File: config.mk
export PLATFORM = sky130hd
export DESIGN_NAME = shift_stage_ctrl
export DESIGN_NICKNAME = d
export VERILOG_FILES = /design/src/rtl/shift_stage_ctrl.sv
export SDC_FILE = /design/constraint.sdc
export NUM_CORES = 1
export LEC_CHECK = 0
export BUFFER_PORTS_ARGS = -buffer_cell sky130_fd_sc_hd__buf_2
export CORE_MARGIN = 2
export CORE_UTILIZATION = 46
export DETAILED_ROUTE_END_ITERATION = 8
export PLACE_DENSITY_LB_ADDON = 0.05
export SKIP_CTS_REPAIR_TIMING = 1
export SLEW_MARGIN = 20
export SYNTH_ARGS = -nofsm -noshare
export SYNTH_HDL_FRONTEND = slang
export SYNTH_SLANG_ARGS = --single-unit
File: constraint.sdc
create_clock -name clock -period 1.81 [get_ports clock]
set_input_delay 0.181 -clock clock [delete_from_list [all_inputs] [get_ports clock]]
set_output_delay 0.181 -clock clock [all_outputs]
set_load 0.05 [all_outputs]
File: src/rtl/shift_stage_ctrl.sv
// Purpose: registered issue/capture stage around the combinational barrel shifter.
//   Requests register into S1 (drives sh_*). Results with tag, zero flag and error flag land in a 2-entry FIFO.
// Latency: 2 cycles from accept to out_valid. Throughput is 1 per cycle while out_ready is held high.
// Backpressure: in_ready drops only when S1 is full and the FIFO can neither accept nor pop this cycle.
// Ports:
//   clock, reset_n        : clock and synchronous active-low reset
//   in_valid / in_ready   : request handshake, carrying in_opcode, in_data, in_shamt and in_tag
//   sh_in / sh_shiftamt / sh_left -> shifter inputs (registered); sh_out <- shifter result
//   out_valid / out_ready : result handshake, carrying out_data, out_tag, out_zero and out_err
//   busy                  : any request held in S1 or the FIFO
module shift_stage_ctrl #(
  parameter int N  = 32,
  parameter int M  = 5,
  parameter int TW = 4
) (
  input  logic          clock,
  input  logic          reset_n,
  input  logic          in_valid,
  output logic          in_ready,
  input  logic [4:0]    in_opcode,
  input  logic [N-1:0]  in_data,
  input  logic [M-1:0]  in_shamt,
  input  logic [TW-1:0] in_tag,
  output logic [N-1:0]  sh_in,
  output logic [M-1:0]  sh_shiftamt,
  output logic          sh_left,
  input  logic [N-1:0]  sh_out,
  output logic          out_valid,
  input  logic          out_ready,
  output logic [N-1:0]  out_data,
  output logic [TW-1:0] out_tag,
  output logic          out_zero,
  output logic          out_err,
  output logic          busy
);

  localparam logic [4:0] OP_SLL = 5'b00100;
  localparam logic [4:0] OP_SRA = 5'b00101;

  // S1 issue register
  logic          r_s1_valid;
  logic [N-1:0]  r_s1_data;
  logic [M-1:0]  r_s1_shamt;
  logic          r_s1_left;
  logic [TW-1:0] r_s1_tag;
  logic          r_s1_err;

  // 2-entry result FIFO; 1-bit pointers wrap 1 -> 0 on their own
  logic [N-1:0]  r_fifo_data [2];
  logic [TW-1:0] r_fifo_tag  [2];
  logic          r_fifo_zero [2];
  logic          r_fifo_err  [2];
  logic          r_rd_ptr;
  logic          r_wr_ptr;
  logic [1:0]    r_count;

  logic          w_pop;
  logic          w_push;
  logic          w_can_push;
  logic          w_accept;
  logic          w_legal;
  logic [N-1:0]  w_push_data;

  assign out_valid   = (r_count != 2'd0);
  assign w_pop       = out_valid & out_ready;
  // A pop in the same cycle frees a slot, so a full FIFO can still take S1.
  assign w_can_push  = (r_count < 2'd2) | w_pop;
  assign w_push      = r_s1_valid & w_can_push;
  assign in_ready    = ~r_s1_valid | w_can_push;
  assign w_accept    = in_valid & in_ready;
  assign w_legal     = (in_opcode == OP_SLL) | (in_opcode == OP_SRA);
  assign w_push_data = r_s1_err ? '0 : sh_out;

  assign sh_in       = r_s1_data;
  assign sh_shiftamt = r_s1_shamt;
  assign sh_left     = r_s1_left;

  assign out_data    = r_fifo_data[r_rd_ptr];
  assign out_tag     = r_fifo_tag[r_rd_ptr];
  assign out_zero    = r_fifo_zero[r_rd_ptr];
  assign out_err     = r_fifo_err[r_rd_ptr];
  assign busy        = r_s1_valid | (r_count != 2'd0);

  always_ff @(posedge clock) begin
    if (!reset_n) begin
      r_s1_valid <= 1'b0;
      r_s1_data  <= '0;
      r_s1_shamt <= '0;
      r_s1_left  <= 1'b0;
      r_s1_tag   <= '0;
      r_s1_err   <= 1'b0;
      r_rd_ptr   <= 1'b0;
      r_wr_ptr   <= 1'b0;
      r_count    <= 2'd0;
      for (int i = 0; i < 2; i++) begin
        r_fifo_data[i] <= '0;
        r_fifo_tag[i]  <= '0;
        r_fifo_zero[i] <= 1'b0;
        r_fifo_err[i]  <= 1'b0;
      end
    end else begin
      // Accept has priority: S1 can push its old request and reload in one cycle.
      if (w_accept) begin
        r_s1_valid <= 1'b1;
        r_s1_tag   <= in_tag;
        if (w_legal) begin
          r_s1_data  <= in_data;
          r_s1_shamt <= in_shamt;
          r_s1_left  <= (in_opcode == OP_SLL);
          r_s1_err   <= 1'b0;
        end else begin
          r_s1_data  <= '0;
          r_s1_shamt <= '0;
          r_s1_left  <= 1'b0;
          r_s1_err   <= 1'b1;
        end
      end else if (w_push) begin
        r_s1_valid <= 1'b0;
      end

      if (w_push) begin
        r_fifo_data[r_wr_ptr] <= w_push_data;
        r_fifo_tag[r_wr_ptr]  <= r_s1_tag;
        r_fifo_zero[r_wr_ptr] <= (w_push_data == '0);
        r_fifo_err[r_wr_ptr]  <= r_s1_err;
        r_wr_ptr              <= ~r_wr_ptr;
      end

      if (w_pop) begin
        r_rd_ptr <= ~r_rd_ptr;
      end

      case ({w_push, w_pop})
        2'b10:   r_count <= r_count + 2'd1;
        2'b01:   r_count <= r_count - 2'd1;
        default: r_count <= r_count;
      endcase
    end
  end

endmodule

* Word level (Yosys, flattened, before mapping)
Memory sizes are Yosys's and may differ from the RTL's. A register that Yosys moved wholly into a read port is not among the register bits.
Cells that the tools add are included.
** Storage, ports and cells
- Output and inout port bits :: 79
- Memories :: 4
- Memory bits (writable) :: 76
- Bits in registers :: 48
- Input port bits :: 82
** Operators by class
- Bitwise gates (word level) :: 10
- Reductions and logical operators :: 8
- Add/sub/neg operators :: 2
- Muxes and demuxes :: 32
- Magnitude comparators :: 1
- Equal/unequal tests :: 4
** Memory list
- r_fifo_data :: words 2, bits a word 32, read ports 1, clocked after Yosys merged registers in 1, wr ports 2, line 49 : logic [N-1:0] r_fifo_data [2];
- r_fifo_tag :: words 2, bits a word 4, read ports 1, clocked after Yosys merged registers in 1, wr ports 2, line 50 : logic [TW-1:0] r_fifo_tag [2];
- r_fifo_err :: words 2, bits a word 1, read ports 1, clocked after Yosys merged registers in 1, wr ports 2, line 52 : logic r_fifo_err [2];
- r_fifo_zero :: words 2, bits a word 1, read ports 1, clocked after Yosys merged registers in 1, wr ports 2, line 51 : logic r_fifo_zero [2];
** Operator list (count)
- 32-bit two-way mux :: 3
- 32-bit zero test :: 1
- 32-bit OR reduction :: 1
- 1-bit two-way mux :: 26
- 5-bit by 3-bit equality test with 1-bit output, second input constant :: 2
- 2-bit nonzero test :: 3
- 5-bit two-way mux :: 1
- 4-bit two-way mux :: 1
- 1-bit bitwise OR :: 4
- 2-bit case mux with 2 select lines :: 1
- 4-bit OR reduction :: 1
- 1-bit AND :: 3
- 1-bit NOT :: 3
- 2-bit by 1-bit adder with 2-bit output, second input constant :: 1
- 2-bit by 1-bit equality test with 1-bit output, second input constant :: 1
- 2-bit equality test, second input constant :: 1
- 2-bit < comparator, second input constant :: 1
- 1-bit OR reduction :: 2
- 2-bit by 1-bit subtractor with 2-bit output, second input constant :: 1

* Logic depth before layout (Yosys ltp)
- Word-level depth :: 9
- Depth in mapped cells :: 6
- Mapped depth without buffers :: 6

* Worst setup path after synthesis
OpenSTA, ideal clock, no wires.
- Kind :: reg2reg
- Start point :: register r_count[0]
- End point :: register r_count[1]
- Path slack :: -0.040 ns
- Library setup time :: 0.070 ns
- Stages on the path, launching flop included :: 6
- Clock period less this slack :: 1.850 ns
- Data required time :: 1.740 ns
- Path buffers :: 0
- Data arrival time :: 1.779 ns
- Path through :: dfxtp_1 > or2_2 > and2_1 > ha_1 > or3_1 > a21oi_1
** Between the ends
- Word-level cells in the longest chain between the ends :: 6
- Elaborated cells between the ends (all ways) :: 11
- Classes of those cells :: add/sub (2); order compare (1); eq/ne (2); mux (1); bitwise (3); reduce/logical (2)
** RTL lines
- start, declared :: line 55 : logic [1:0] r_count;
- start signal, assigned :: line 134 : 2'b10: r_count <= r_count + 2'd1;
- start signal, assigned :: line 135 : 2'b01: r_count <= r_count - 2'd1;
- start signal, assigned :: line 136 : default: r_count <= r_count;
- 2-bit nonzero test (*) :: line 64 : assign out_valid = (r_count != 2'd0);
- via out_valid :: line 28 : output logic out_valid,
- 1-bit AND (*) :: line 65 : assign w_pop = out_valid & out_ready;
- via w_pop :: line 57 : logic w_pop;
- 1-bit bitwise OR :: line 67 : assign w_can_push = (r_count < 2'd2) | w_pop;
- 1-bit AND :: line 68 : assign w_push = r_s1_valid & w_can_push;
- 2-bit by 1-bit equality test with 1-bit output / 2-bit equality test (equally long branches) :: line 133 : case ({w_push, w_pop})
- 2-bit case mux with 2 select lines / 2-bit nonzero test (equally long branches)
Mark *: on every way through the listed nets, which the timed path passes. The rest lies on a longest branch.
A chain may end at the register's enable or synchronous reset.

==> reports/metrics.yaml <==
outcome:
  status: "complete, but fails checks"
  failed_checks: "setup timing"
timing:
  max_freq_ghz: 0.5499
  finalHoldViolations: 0
  fin_crit_sh_pct: 100.5
  worst_hold_slack_ns: 0.009138
  rsz0062_at_grt: "yes"
  setup-violations-final: 9
  skew_ns: 0.008219
  period_needed_ns: 1.818
  slew_viol_final: 0
  finalWorstSetupSlack_ns: -0.008410
  worst_slew_pin_slew_ns: 0.5173
  timing.slew.headroom_pct: 65.51
synthesis:
  synth_area_mm2: 0.005169
  synth_top_area_cell: "edfxtp_1"
  yosysSeqAreaShare_pct: 62.36
  yosysWarnings: 0
  synth_cell_types: 35
  synthTopCellsByArea: "edfxtp_1, dfxtp_1, and2_1"
  syn_avg_cell_area_um2: 11.67
  ys_async_sr_fraction_pct: 0
  ys_dominant_reg_cell: "edfxtp_1"
  synth_top_area_share_pct: 41.83
  synth_most_common_cell: "and2_1"
  synth_edf_count: 72
  synth-seq-cells: 125
  syn_nets: 526
  yosys-top-cells-count: "and2_1, edfxtp_1, dfxtp_1, nand2_1, a21oi_1"
  synthCells: 443
detailed_routing:
  detail-route-antenna-nets: 0
  firstDrtPassIters: 4
  drt_iter0_drc: 125
  dr_total_vias: 4150
  via_per_inst: 4.964
  routed_wirelength_mm: 12.48
  wire_per_inst_um: 14.93
  drc: 0
cts:
  clock_latency_ns: 0.51
  cts_root_buf: "clkbuf_8"
  h-tree-depth: 4
  numClockSinks: 125
  numCtsBuffers: 17
  clk_pin_slew_ns: 0.05
  cts_buffer_depth: 2
  cts_tree: "built"
worst_hold_path:
  min_to: "r_fifo_data[1][0]"
  min-delay-start: "sh_out[0]"
  hp-class: "in -> reg"
  min_path_cells: 2
worst_setup_path:
  cp-end-kind: "output port"
  path_class: "reg -> out"
  cp_max_fo: 9
  r2r_setup_slack_ns: 0.10
  worstSetupStartpointType: "register"
  rr_startpoint: "r_count[0]"
  rr_worst_depth: 5
  cp.arrival_ns: 1.64
  worstPathRequired_ns: 1.63
  r2r_end: "r_count[1]"
power:
  power.density_mw_per_mm2: 1168
  leakagePower_uw: 0.003281
  max-vdd-ir-drop_mv: 0.5893
placement:
  gp_congestion: 0.7811
  port_buffers: 160
  preCtsSetupSlack_ns: 0.1304
  dp_hpwl_mm: 7.337
layout:
  diodes: 0
  final_nets: 766
  area_growth_pct: 51.08
  layout-drive-gt1-share_pct: 36.21
grt:
  grt_usage_pct: 19.10
  grt_first_pass_wirelength_mm: 17.48
  grt_pass1_vias: 3759
  gr-total-overflow: 0
  grt_max_degree: 50
  antenna_found_initial: 0
die:
  core_mm2: 0.01089
  die-area_mm2: 0.01210
  initial_core_util_pct: 47.47
  row_count: 38
  die_x_um: 110
  io_pins: 161
  die_h_um: 110
flow_run:
  cap_violations: 0
-- per-stage QoR --
stage / TNS [ns] / area, µm² / util (%) / std cells / total power [µW]
3_3_place_gp: 0 / 6223 / 57.16 / 728 / 5371
2_1_floorplan: 0 / 5175 / - / 443 / 4863
3_5_place_dp: 0 / 6223 / 57.16 / 728 / 5389
5_1_grt: -1.570 / 7809 / 71.72 / 836 / 9467
4_1_cts: -2.806 / 6810 / 62.55 / 760 / 8693
6_report: -0.03916 / 7809 / 71.72 / 836 / 9122
-- per-layer routing --
| metal | global-route usage, % | up-vias | share of wire, % |
|---|---|---|---|
| met5 | 0 | - | 0 |
| met4 | 7.776 | 0 | 0.87 |
| met3 | 7.055 | 7 | 5.4 |
| met2 | 32.78 | 123 | 53 |
| met1 | 21.43 | 1982 | 41 |
| li1 | - | 2038 | - |
-- layout make-up --
cell class | count | area, µm²
repair buffers | 248 | 1956
multi-input cells | 288 | 1849
fillers | 772 | 3079
inverters | 3 | 15.01
clock inverters | 8 | 72.57
flip-flops and latches | 125 | 3227
well taps | 140 | 175.2
clock buffers | 24 | 514.2
-- critical path, stage by stage (launching register included) --
cell and delay (ns):
dfxtp_4 0.41, buf_8 0.17, mux2_2 0.34, buf_2 0.21
-- how the worst max path moves through the flow --
stage / to / cells past startpoint / slack, ns
6_report: out_data[22] / 3 / -0.008
5_1_grt: out_data[22] / 3 / -0.07
4_1_cts: out_zero / 3 / -0.10
3_5_place_dp: r_fifo_data[0][7] / 5 / 0.13
3_3_place_gp: r_count[1] / 5 / 0.17
2_1_floorplan: r_fifo_data[1][0] / 3 / 0.04
-- report_power, final --
part           switching, µW  internal (µW)  total (µW)
logic                   1500           1060        2560
clock network           1180           2100        3280
registers                101           3180        3280
-- registers in the layout, summed over array words and instances, names as in the netlist, 2 cells and up, named ones only --
register     flops
sh_in           32
r_fifo_data     64
r_fifo_zero      2
r_count          2
r_fifo_tag       8
r_s1_tag         4
r_fifo_err       2
sh_shiftamt      5
-- placed cells by master, fill, tap and decap left out, types with 3 or more instances in the layout --
cell type / netlist / routed
mux2_2: 38 / 33
and2_1: 74 / 74
buf_4: 3 / 5
edfxtp_1: 72 / 72
buf_12: 0 / 7
clkbuf_1: 11 / 3
buf_2: 12 / 131
nand3_1: 38 / 38
mux2_4: 0 / 5
nand4_1: 3 / 3
buf_6: 0 / 29
clkinv_2: 0 / 3
clkbuf_16: 0 / 21
inv_4: 0 / 3
nand2_1: 51 / 50
nor4_1: 8 / 8
dlygate4sd3_1: 0 / 73
a21oi_1: 46 / 46
nor2_1: 7 / 6
dfxtp_1: 53 / 52
-- logic make-up after synthesis --
kind of cell             share of synthesized area (%)
AND/OR/NAND/NOR                                  20.41
AO/OA/AOI/OAI                                    5.350
multiplexers                                     8.279
buffers and inverters                            2.687
XOR/XNOR                                        0.6779
adder cells (fa/ha/maj)                         0.2420
flip-flops                                       62.36
(Power assumes the default switching activity.)
